$ cat config.mk
export PLATFORM = sky130hd
export DESIGN_NAME = icache_fill_responder
export DESIGN_NICKNAME = d
export VERILOG_FILES = /design/src/rtl/icache_fill_responder.sv
export SDC_FILE = /design/constraint.sdc
export NUM_CORES = 1
export LEC_CHECK = 0
export CORE_UTILIZATION = 46
export CTS_CLUSTER_SIZE = 14
export DETAILED_ROUTE_END_ITERATION = 7
export PLACE_DENSITY_LB_ADDON = 0.05
export SLEW_MARGIN = 20
export SYNTH_ARGS = -nofsm -noshare
export SYNTH_HDL_FRONTEND = slang
export SYNTH_SLANG_ARGS = --single-unit
$ cat constraint.sdc
create_clock -name clk -period 2.84 [get_ports clk]
set_clock_uncertainty 0.2 [all_clocks]
set_input_delay 0.568 -clock clk [delete_from_list [all_inputs] [get_ports clk]]
set_output_delay 0.568 -clock clk [all_outputs]
set_load 0.03 [all_outputs]
$ cat src/rtl/icache_fill_responder.sv
// L1 I-cache miss responder: fills a 256-bit line from 32-bit memory in 8 beats.
// Define ICFILL_LINEBUF_EN to serve repeat requests for the last filled line without memory traffic.
module icache_fill_responder (
  input  logic         clk,
  input  logic         rst,
  input  logic [31:0]  L2_addr_read,
  input  logic         L2_read_en,
  output logic [255:0] L2_block_read,
  output logic         L2_stall,
  output logic         mem_rd_en,
  output logic [31:0]  mem_addr,
  input  logic [31:0]  mem_rd_data,
  input  logic         mem_rd_valid
);

  localparam logic [1:0] IDLE = 2'd0;
  localparam logic [1:0] FILL = 2'd1;
  localparam logic [1:0] DONE = 2'd2;

  logic [1:0]  state;
  logic [2:0]  beat;
  logic [26:0] line;
  logic [26:0] req_line;
  logic        hit;
  logic        last_cap;
  logic        unused_addr_bits;

  assign req_line = L2_addr_read[31:5];
  assign unused_addr_bits = ^L2_addr_read[4:0];
  assign last_cap = (state == FILL) && mem_rd_valid && (beat == 3'd7);

`ifdef ICFILL_LINEBUF_EN
  logic        buf_vld;
  logic [26:0] buf_tag;

  assign hit = buf_vld && (buf_tag == req_line);

  // Remember the tag of the last fully assembled line.
  always_ff @(posedge clk) begin
    if (rst) begin
      buf_vld <= 1'b0;
      buf_tag <= '0;
    end else if (last_cap) begin
      buf_vld <= 1'b1;
      buf_tag <= line;
    end
  end
`else
  assign hit = 1'b0;
`endif

  // Control FSM: latch the line, step beats, one-cycle DONE.
  always_ff @(posedge clk) begin
    if (rst) begin
      state <= IDLE;
      beat  <= '0;
      line  <= '0;
    end else begin
      unique case (1'b1)
        (state == IDLE): begin
          if (L2_read_en) begin
            line  <= req_line;
            beat  <= '0;
            state <= hit ? DONE : FILL;
          end
        end
        (state == FILL): begin
          if (mem_rd_valid) begin
            beat <= beat + 3'd1;
            if (beat == 3'd7)
              state <= DONE;
          end
        end
        default: state <= IDLE;
      endcase
    end
  end

  // Line assembly: each returned word lands in its beat slot.
  always_ff @(posedge clk) begin
    if (rst)
      L2_block_read <= '0;
    else if ((state == FILL) && mem_rd_valid)
      L2_block_read[{beat, 5'b0} +: 32] <= mem_rd_data;
  end

  assign mem_rd_en = (state == FILL);
  assign mem_addr  = {line, beat, 2'b00};
  assign L2_stall  = L2_read_en &
                     ~((state == DONE) && (req_line == line));

endmodule

# Word level (Yosys, flattened, before mapping)
# Index checks and enable logic that the tools add are counted.
[classes]
add_sub_neg = 2
eq_ne = 7
shifts = 2
n_mux = 8
n_bitwise = 2
n_reduce_logical = 7
[ops]
columns = ["op", "count"]
rows = [
  ["bitwise mux 256 bit", 1],
  ["variable shift 32 x 10 -> 256 bit (first input constant)", 1],
  ["indexed part select 32 x 10 -> 256 bit", 1],
  ["equality test 27 bit", 1],
  ["negator 8 -> 10 bit", 1],
  ["two-way mux 2 bit", 3],
  ["two-way mux 3 bit", 2],
  ["one-hot mux 3 bit (2 select lines)", 1],
  ["AND reduction 3 bit", 2],
  ["!= test 2 x 1 -> 1 bit (second input constant)", 2],
  ["one-hot mux 2 bit (2 select lines)", 1],
  ["adder 3 x 1 -> 3 bit (second input constant)", 1],
  ["equality test 3 bit (second input constant)", 1],
  ["equality test 2 x 1 -> 1 bit (second input constant)", 1],
  ["equality test 2 bit (second input constant)", 1],
  ["logical AND 1 bit", 2],
  ["zero test 2 bit", 1],
  ["!= test 2 bit (second input constant)", 1],
  ["AND reduction 2 bit", 1],
  ["nonzero test 2 bit", 1],
  ["AND 1 bit", 1],
  ["NOT 1 bit", 1],
]
[totals]
register_bits = 288
input_bits = 68
output_inout_bits = 290
elab_cells = 32

# Depth between registers and ports, before layout
# Gate-level depths: netlist of run 1.
[depth]
word_depth = 4
depth_mapped = 10
mapped_depth_nobuf = 7

# Worst setup path before layout of run 1
# No wires, ideal clock.
[synth_path]
path_type = "register -> register"
from = "register beat[0]"
to = "register L2_block_read[100]"
setup_ns = 0.070
t_arrival_ns = 2.372
slack_ns = 0.198
stages_incl_launch_ff = 11
path_buffers = 4
period_less_slack_ns = 2.642
path_cell_list = "dfxtp_1 -> inv_1 -> ha_1 -> ha_1 -> clkbuf_1 -> nor2b_1 -> buf_2 -> buf_2 -> buf_2 -> nand3_1 -> a21oi_1"
[synth_via]
elab_chain_cells = 3
elab_cells_between_ends = 4
[synth_lines]
columns = ["item", "line", "source"]
rows = [
  ["from (decl)", "21", "logic [2:0] beat;"],
  ["from (signal assigned)", "69", "beat <= beat + 3'd1;"],
  ["negator 8 -> 10 bit (*)", "84", "L2_block_read[{beat, 5'b0} +: 32] <= mem_rd_data;"],
  ["indexed part select 32 x 10 -> 256 bit / variable shift 32 x 10 -> 256 bit (equally long branches)", "84", ""],
  ["bitwise mux 256 bit (*)", "84", ""],
  ["to (signal, indexed assignment)", "84", ""],
  ["to (decl)", "8", "output logic [255:0] L2_block_read,"],
]
# Every way passes the cells marked *; elsewhere a longest branch is shown, timed or not.
# A chain may end at the register's enable or synchronous reset.

# Final worst setup path of run 1
[layout_path]
from = "register line[20]"
to = "output L2_stall"
[layout_via]
elab_chain_cells = 4
[layout_lines]
columns = ["item", "line", "source"]
rows = [
  ["from (decl)", "22", "logic [26:0] line;"],
  ["from (signal assigned)", "62", "line <= req_line;"],
  ["equality test 27 bit", "90", "~((state == DONE) && (req_line == line));"],
  ["logical AND 1 bit", "90", ""],
  ["NOT 1 bit", "90", ""],
  ["AND 1 bit", "89", "assign L2_stall = L2_read_en &"],
  ["to (decl)", "9", "output logic L2_stall,"],
]
# Every way passes these cells.

==> results of run 1 <==
-- power groups by stage --
stage / logic [W] / clock network [W] / registers [W]
after CTS: 0.000628 / 0.00442 / 0.00412
after global routing: 0.000670 / 0.00458 / 0.00412
after floorplan: 0.000269 / 0 / 0.00429
after detailed placement: 0.000631 / 0 / 0.00421
after global placement: 0.000629 / 0 / 0.00420
final: 0.000630 / 0.00436 / 0.00412
-- metrics by stage --
stage | cell area, sq um | instances | util | TNS [ns] | power, W
floorplan | 10800 | 1369 | - | 0 | 0.00456
global placement | 14500 | 1936 | 0.634 | -0.613 | 0.00483
detailed placement | 14500 | 1936 | 0.634 | -0.591 | 0.00484
CTS | 15600 | 1992 | 0.683 | 0 | 0.00916
global route | 15600 | 1992 | 0.684 | -0.0614 | 0.00937
finish | 15600 | 1992 | 0.684 | -0.0211 | 0.00911
-- how the worst max path moves through the flow --
stage               depth (start not counted)                 end  slack [ns]              from
global placement                            6            L2_stall       -0.61  L2_addr_read[25]
CTS                                         6            L2_stall     0.00008  L2_addr_read[30]
global route                                5            L2_stall       -0.06          line[20]
floorplan                                  10  L2_block_read[100]        0.20           beat[0]
detailed placement                          6            L2_stall       -0.59  L2_addr_read[16]
finish                                      5            L2_stall       -0.02          line[20]
-- metal layers --
| metal | GRT usage | wire length (microns) |
|---|---|---|
| met1 | 0.376 | 15100 |
| met2 | 0.467 | 16400 |
| met3 | 0.0713 | 3200 |
| met4 | 0.0938 | 1050 |
| met5 | 0 | 0 |
-- registers in the layout (all words and copies together), names as in the netlist --
| register | count |
|---|---|
| L2_block_read | 256 |
| line | 27 |
| state | 2 |
| beat | 3 |
-- layout make-up --
class	count	area, sq um
clock inverters	17	256
multi-input cells	936	4390
repair buffers	395	3930
inverters	4	15.0
flip-flops and latches	288	5770
fillers	1953	7230
clock buffers	39	866
well taps	313	392
-- logic make-up after synthesis --
| kind of cell | after synthesis | synth area share |
|---|---|---|
| compound gates | 288 | 0.134 |
| xor+xnor | 27 | 0.0218 |
| fa+ha+maj | 5 | 0.00578 |
| buf+inv | 145 | 0.0677 |
| flops | 288 | 0.532 |
| other cells | 1 | 0.000346 |
| simple gates | 614 | 0.238 |
-- cell usage in the layout (no fill, tap or decap), drive strengths merged, types with 4 or more instances in the layout --
master	instances
nand3	102
nor2	8
dfxtp	288
clkbuf	40
nor3b	4
ha	5
inv	5
clkinv	7
nand2	468
buf	46
nor4	6
xnor2	10
clkdlybuf4s50	333
dlygate4sd2	11
nand4	7
bufinv	6
a21oi	285
xor2	17
dlymetal6s2s	4
-- what timing repair did --
action                                  4_1_cts  5_1_grt
pin swaps                                     7        6
gates resized for setup                      19        8
endpoints found under the setup margin        1       21
-- worst min-delay path: stages --
cell	delay [ns]
dlymetal6s2s_1	0.14
nand2_1	0.06
a21oi_1	0.05
==> results by group, run 1 <==
Setup path
  • Critical path type: reg -> out
  • Buf/Inv on CP: 1
  • CP Cell Sequence: xor2_1, nor4_1, nand3_1, o41a_1, buf_6
  • Reg2reg start: beat[1]
  • Arrival @ worst endpoint: 2.09 ns
  • Slowest CP cell: o41a_1
  • Reg2Reg Capture Point: L2_block_read[111]
  • Req. time, crit path: 2.07 ns
  • CP endpoint kind: primary output
  • R2r setup slk: 0.29 ns
  • CP delay by family, top: simple AND/OR/NAND/NOR gates
  • Crit Path Max Fanout: 3
  • R2R cell count: 8
  • CP Launch Type: flip-flop
  • Max stage delay on crit path: 0.44 ns

Yosys
  • Top-count cell post-synth: nand2_1
  • Seq/Total Area, Yosys: 0.532
  • Synth area leaders: dfxtp_1 (53%), nand2_1 (16%), a21oi_1 (13%)
  • Ys async rst share: 0
  • Synth Area per Inst: 7.92 sq um
  • Share of the synthesized area in the top cell type: 0.532
  • Synthesized area: 0.0108 sq mm
  • Leading post-synthesis cells by instance count: nand2_1 (468), dfxtp_1 (288), a21oi_1 (285)
  • Post-synth EDFFs: 0
  • Most common flop cell mapped by yosys: dfxtp_1
  • Cells after synthesis: 1368
  • Post-synthesis register bit count: 288
  • Ys Warns: 0
  • Yosys top cell by area: dfxtp_1
  • Synth unique cells: 33

Power and ir drop
  • PwrDens: 583 mW/mm^2
  • Sw Share: 0.230
  • Reg power frac: 0.452
  • Power share of the combinational group: 0.069
  • Sw power: 0.00210 W
  • Max IR drop VDD: 442 uV
  • Leak pwr: 5.29 nW
  • Internal: 0.00702 W
  • Clock power share: 0.479

Timing
  • Max Clk Rate: 0.350 GHz
  • Slew @ Worst Pin: 0.575 ns
  • RSZ-0062 raised after global routing: yes
  • Period utilization: 1.01
  • Min Tclk post-route: 2.86 ns
  • Rel. slew slack: 0.614
  • Setup violators final: 1
  • PnR worst setup slack: -0.0211 ns
  • Final hold viol count: 0
  • Final max-slew violation count: 0
  • Hold slack: 0.118 ns

Floorplan
  • Die width: 155 microns
  • Top-level I/O count: 358
  • Die area: 0.0242 sq mm
  • Initial Utilization: 0.474
  • FP Rows: 55
  • Die Y: 155 microns
  • Core area: 0.0228 sq mm

Placement
  • Post-Place Worst Slack: -0.591 ns
  • Post-DP HPWL: 23900 microns
  • Number of port buffers: 350
  • GPL Wtd Cong: 0.813

CTS
  • TritonCTS buffer count: 30
  • Cts hold-fix bufs: 0
  • Clock Tree Buf Depth: 3
  • Worst-path clk slew: 0.06 ns
  • TritonCTS clock tree: built
  • Post-CTS setup repair buffer count: 0
  • Clk_lat worst skew: 0.55 ns
  • Clock Sink Count: 288
  • H-tree depth: 1
  • Root Buffer Master: clkbuf_16

Worst hold path
  • Hold depth: 3
  • Hold Path End: line[18]
  • Hold Startpoint: L2_addr_read[23]
  • Worst hold path class: in -> reg

Cells and area
  • Antenna cells: 0
  • Share of layout cells above drive strength 1: 0.0691
  • Fin nets: 1728
  • Area grow syn2layout: 44.2%

Run
  • Total of max-cap violations: 0

GRT
  • Vias in the first global route: 9643
  • Overall track demand over capacity in global routing: 0.288
  • Global-route wire length before repair: 54400 microns
  • GRT overflow: 0
  • Largest net degree at the start of global routing: 63
  • Initial antenna violation count: 0

Route
  • DR vias: 10300
  • TritonRoute pass-1 iters: 5
  • DR iter-0 viols: 711
  • Routed len/inst: 17.9 microns
  • # DRC: 0
  • DR vias/cell: 5.16
  • Drt total wl: 35700 microns
  • Final ANT Viol Nets: 0

Run status
  • Status: finished with violations
  • Failing checks: setup timing
(Power assumes the default switching activity.)
==> inputs of run 2 (changes only) <==
--- a/config.mk
+++ b/config.mk
@@ -5,6 +5,7 @@
 export SDC_FILE = /design/constraint.sdc
 export NUM_CORES = 1
 export LEC_CHECK = 0
+export ABC_AREA = 1
 export CORE_UTILIZATION = 46
 export CTS_CLUSTER_SIZE = 14
 export DETAILED_ROUTE_END_ITERATION = 7
==> results by group, run 2 <==
Run status
  • Status: completed

GRT
  • Global-route wire length before repair: 53800 microns (-1.0%)
  • Vias in the first global route: 9628 (-0.16%)
  • Largest net degree at the start of global routing: 87 (+38%)
  • Overall track demand over capacity in global routing: 0.284 (-0.00395)
  • Initial antenna violation count: 0 (unchanged)
  • GRT overflow: 0 (unchanged)

Floorplan
  • Core area: 0.0228 sq mm (-0.30%)
  • Initial Utilization: 0.472 (-0.00170)
  • Die width: 155 microns (-0.32%)
  • Die area: 0.0240 sq mm (-0.65%)
  • FP Rows: 55 (unchanged)
  • Die Y: 155 microns (-0.32%)
  • Top-level I/O count: 358 (unchanged)

Yosys
  • Leading post-synthesis cells by instance count: dfxtp_1 (288), a21oi_1 (254), o21ai_0 (205)
  • Synth unique cells: 31 (-6.1%)
  • Most common flop cell mapped by yosys: dfxtp_1
  • Top-count cell post-synth: dfxtp_1
  • Ys Warns: 0 (unchanged)
  • Synthesized area: 0.0108 sq mm (-0.66%)
  • Synth area leaders: dfxtp_1 (54%), a21oi_1 (12%), o21ai_0 (9.5%)
  • Share of the synthesized area in the top cell type: 0.536 (+0.00353)
  • Post-synthesis register bit count: 288 (unchanged)
  • Seq/Total Area, Yosys: 0.536 (+0.00353)
  • Post-synth EDFFs: 0 (unchanged)
  • Cells after synthesis: 1327 (-3.0%)
  • Yosys top cell by area: dfxtp_1
  • Ys async rst share: 0 (unchanged)
  • Synth Area per Inst: 8.11 sq um (+2.4%)

CTS
  • Clock Tree Buf Depth: 3 (unchanged)
  • TritonCTS buffer count: 31 (+3.3%)
  • Clock Sink Count: 288 (unchanged)
  • Root Buffer Master: clkbuf_16
  • Clk_lat worst skew: 0.54 ns (about the same)
  • TritonCTS clock tree: built
  • Cts hold-fix bufs: 0 (unchanged)
  • Worst-path clk slew: 0.06 ns (about the same)
  • H-tree depth: 1 (unchanged)

Setup path
  • Crit Path Max Fanout: 2 (-1)
  • R2r setup slk: 0.25 ns (-0.04 ns)
  • CP endpoint kind: primary output
  • Reg2reg start: beat[0]
  • Reg2Reg Capture Point: L2_block_read[10]
  • CP Launch Type: input pin
  • R2R cell count: 9 (+1)
  • Arrival @ worst endpoint: 1.96 ns (-0.13 ns)
  • Req. time, crit path: 2.07 ns (about the same)
  • Critical path type: in -> out

Placement
  • GPL Wtd Cong: 0.863 (+6.0%)
  • Number of port buffers: 350 (unchanged)
  • Placed cells: 1934 (-0.10%)
  • Post-DP HPWL: 24700 microns (+3.6%)
  • Area after DPL: 0.0146 sq mm (+0.64%)

Worst hold path
  • Hold Path End: L2_block_read[250]
  • Hold Startpoint: L2_block_read[250]
  • Worst hold path class: reg -> reg
  • Hold depth: 2 (-1)

Cells and area
  • Max FFs per register: 256 (unchanged)
  • Area grow syn2layout: 45.3%
  • Antenna cells: 0 (unchanged)
  • Commonest non-fill, non-tap cell in the layout: clkdlybuf4s50_1
  • Finished Cell Area: 0.0156 sq mm (+0.12%)
  • Final core occ: 0.687 (+0.00289)
  • Non-filler cells, final: 1989 (-0.15%)
  • Top Registers: L2_block_read (256), line (27), beat (3)
  • Filler Cell Count: 1947 (-0.31%)
  • Share of layout cells above drive strength 1: 0.0788 (+0.00967)
  • Most flops, register: L2_block_read
  • Most frequent cells in the layout: clkdlybuf4s50_1 (348), dfxtp_1 (288), a21oi_1 (254)
  • Fin nets: 1727 (-0.058%)

Timing
  • Period utilization: 0.960 (-0.0475)
  • RSZ-0062 raised after global routing: no
  • TNS Setup: 0 ns (+0.0211 ns)
  • Max Clk Rate: 0.367 GHz (+4.9%)
  • Final hold viol count: 0 (unchanged)
  • Final max-slew violation count: 0 (unchanged)
  • Slew @ Worst Pin: 0.569 ns (-0.00616 ns)
  • Setup violators final: 0 (-1)
  • Min Tclk post-route: 2.73 ns (-0.135 ns)
  • Rel. slew slack: 0.621 (+0.00706)

Route
  • DR iter-0 viols: 580 (-18%)
  • Drt total wl: 35200 microns (-1.4%)
  • DR vias/cell: 5.13 (-0.65%)
  • Final ANT Viol Nets: 0 (unchanged)
  • Routed len/inst: 17.7 microns (-1.2%)
  • DR vias: 10200 (-0.80%)
  • TritonRoute pass-1 iters: 7 (+2)
  • # DRC: 0 (unchanged)

Power and ir drop
  • Total Power: 0.00917 W (+0.64%)
  • Max IR drop VDD: 462 uV (+4.6%)
  • PwrDens: 586 mW/mm^2 (+0.52%)
  • Leak pwr: 6.14 nW (+16%)

Run
  • Total of max-cap violations: 0 (unchanged)
## run 2: changes by cell type after synthesis, sizes merged, moves of 13 or more
cell	change
nand2	-336
o21ai	+249
nor2	+128
inv	+116
nand3	-87
buf	-32
a21oi	-31
xor2	-17
clkbuf	-15
a211oi	+13
## run 2: power breakdown
group	internal, W	leakage, nW	total, W	switching (W)
registers	0.00411	2.33	0.00416	0.0000492
clock network	0.00257	0.523	0.00418	0.00162
logic	0.000312	3.29	0.000832	0.000520
## run 2: how the worst max path moves through the flow
stage,from,endpoint,slack [ns],cells after the start
6_report,L2_addr_read[8],L2_stall,0.11,11
5_1_grt,L2_addr_read[8],L2_stall,0.01,11
2_1_floorplan,beat[0],L2_block_read[171],0.45,8
4_1_cts,L2_addr_read[10],L2_stall,0.01,11
3_3_place_gp,L2_addr_read[18],L2_stall,-0.24,11
3_5_place_dp,L2_addr_read[16],L2_stall,-0.25,11
## run 2: cell type report
type | count | area (sq um) | area share
clock buffers | 45 | 908 | 0.0581
clock inverters | 10 | 156 | 0.0100
inverters | 120 | 455 | 0.0291
multi-input cells | 826 | 4080 | 0.261
flip-flops and latches | 288 | 5770 | 0.369
well taps | 313 | 392 | 0.0250
repair buffers | 387 | 3880 | 0.248
## run 2: layer usage
| layer | track usage | routed length, microns | up-vias | share of wire |
|---|---|---|---|---|
| met5 | 0 | 0 | - | 0 |
| met4 | 0.102 | 1210 | 0 | 0.034 |
| met3 | 0.0724 | 2980 | 67 | 0.085 |
| met2 | 0.442 | 15300 | 376 | 0.44 |
| met1 | 0.381 | 15700 | 4709 | 0.45 |
| li1 | - | - | 5051 | - |
## run 2: what timing repair did
action | 4_1_cts | 5_1_grt
endpoints found under the setup margin | 1 | 1
resized for setup | 3 | 3
buffers inserted | 0 | 0
## run 2: critical path: stages
cell and delay, ns:
clkdlybuf4s50_1 0.50, inv_1 0.06, nand2_1 0.05, nand2_1 0.06, nor2_1 0.12, nand2_1 0.08, nor2_1 0.10, nand2_1 0.09
nor2_1 0.10, nor2_1 0.06, buf_2 0.17
## run 2: logic make-up (layout without fill, tap and decap cells)
group           Yosys count  in the layout  synth area share
compound gates          518            518             0.251
simple gates            300            300             0.120
fa+ha+maj                 5              5           0.00581
xor+xnor                  1              1          0.000814
other cells               1              2          0.000348
flops                   288            288             0.536
buf+inv                 214            562            0.0863
## run 2: through the flow
step                      hold WS [ns]  setup WS (ns)
after global routing             0.277         0.0120
after global placement           0.250         -0.238
after detailed placement         0.253         -0.250
final                            0.262          0.114
after floorplan                  0.278          0.454
after CTS                        0.262         0.0125
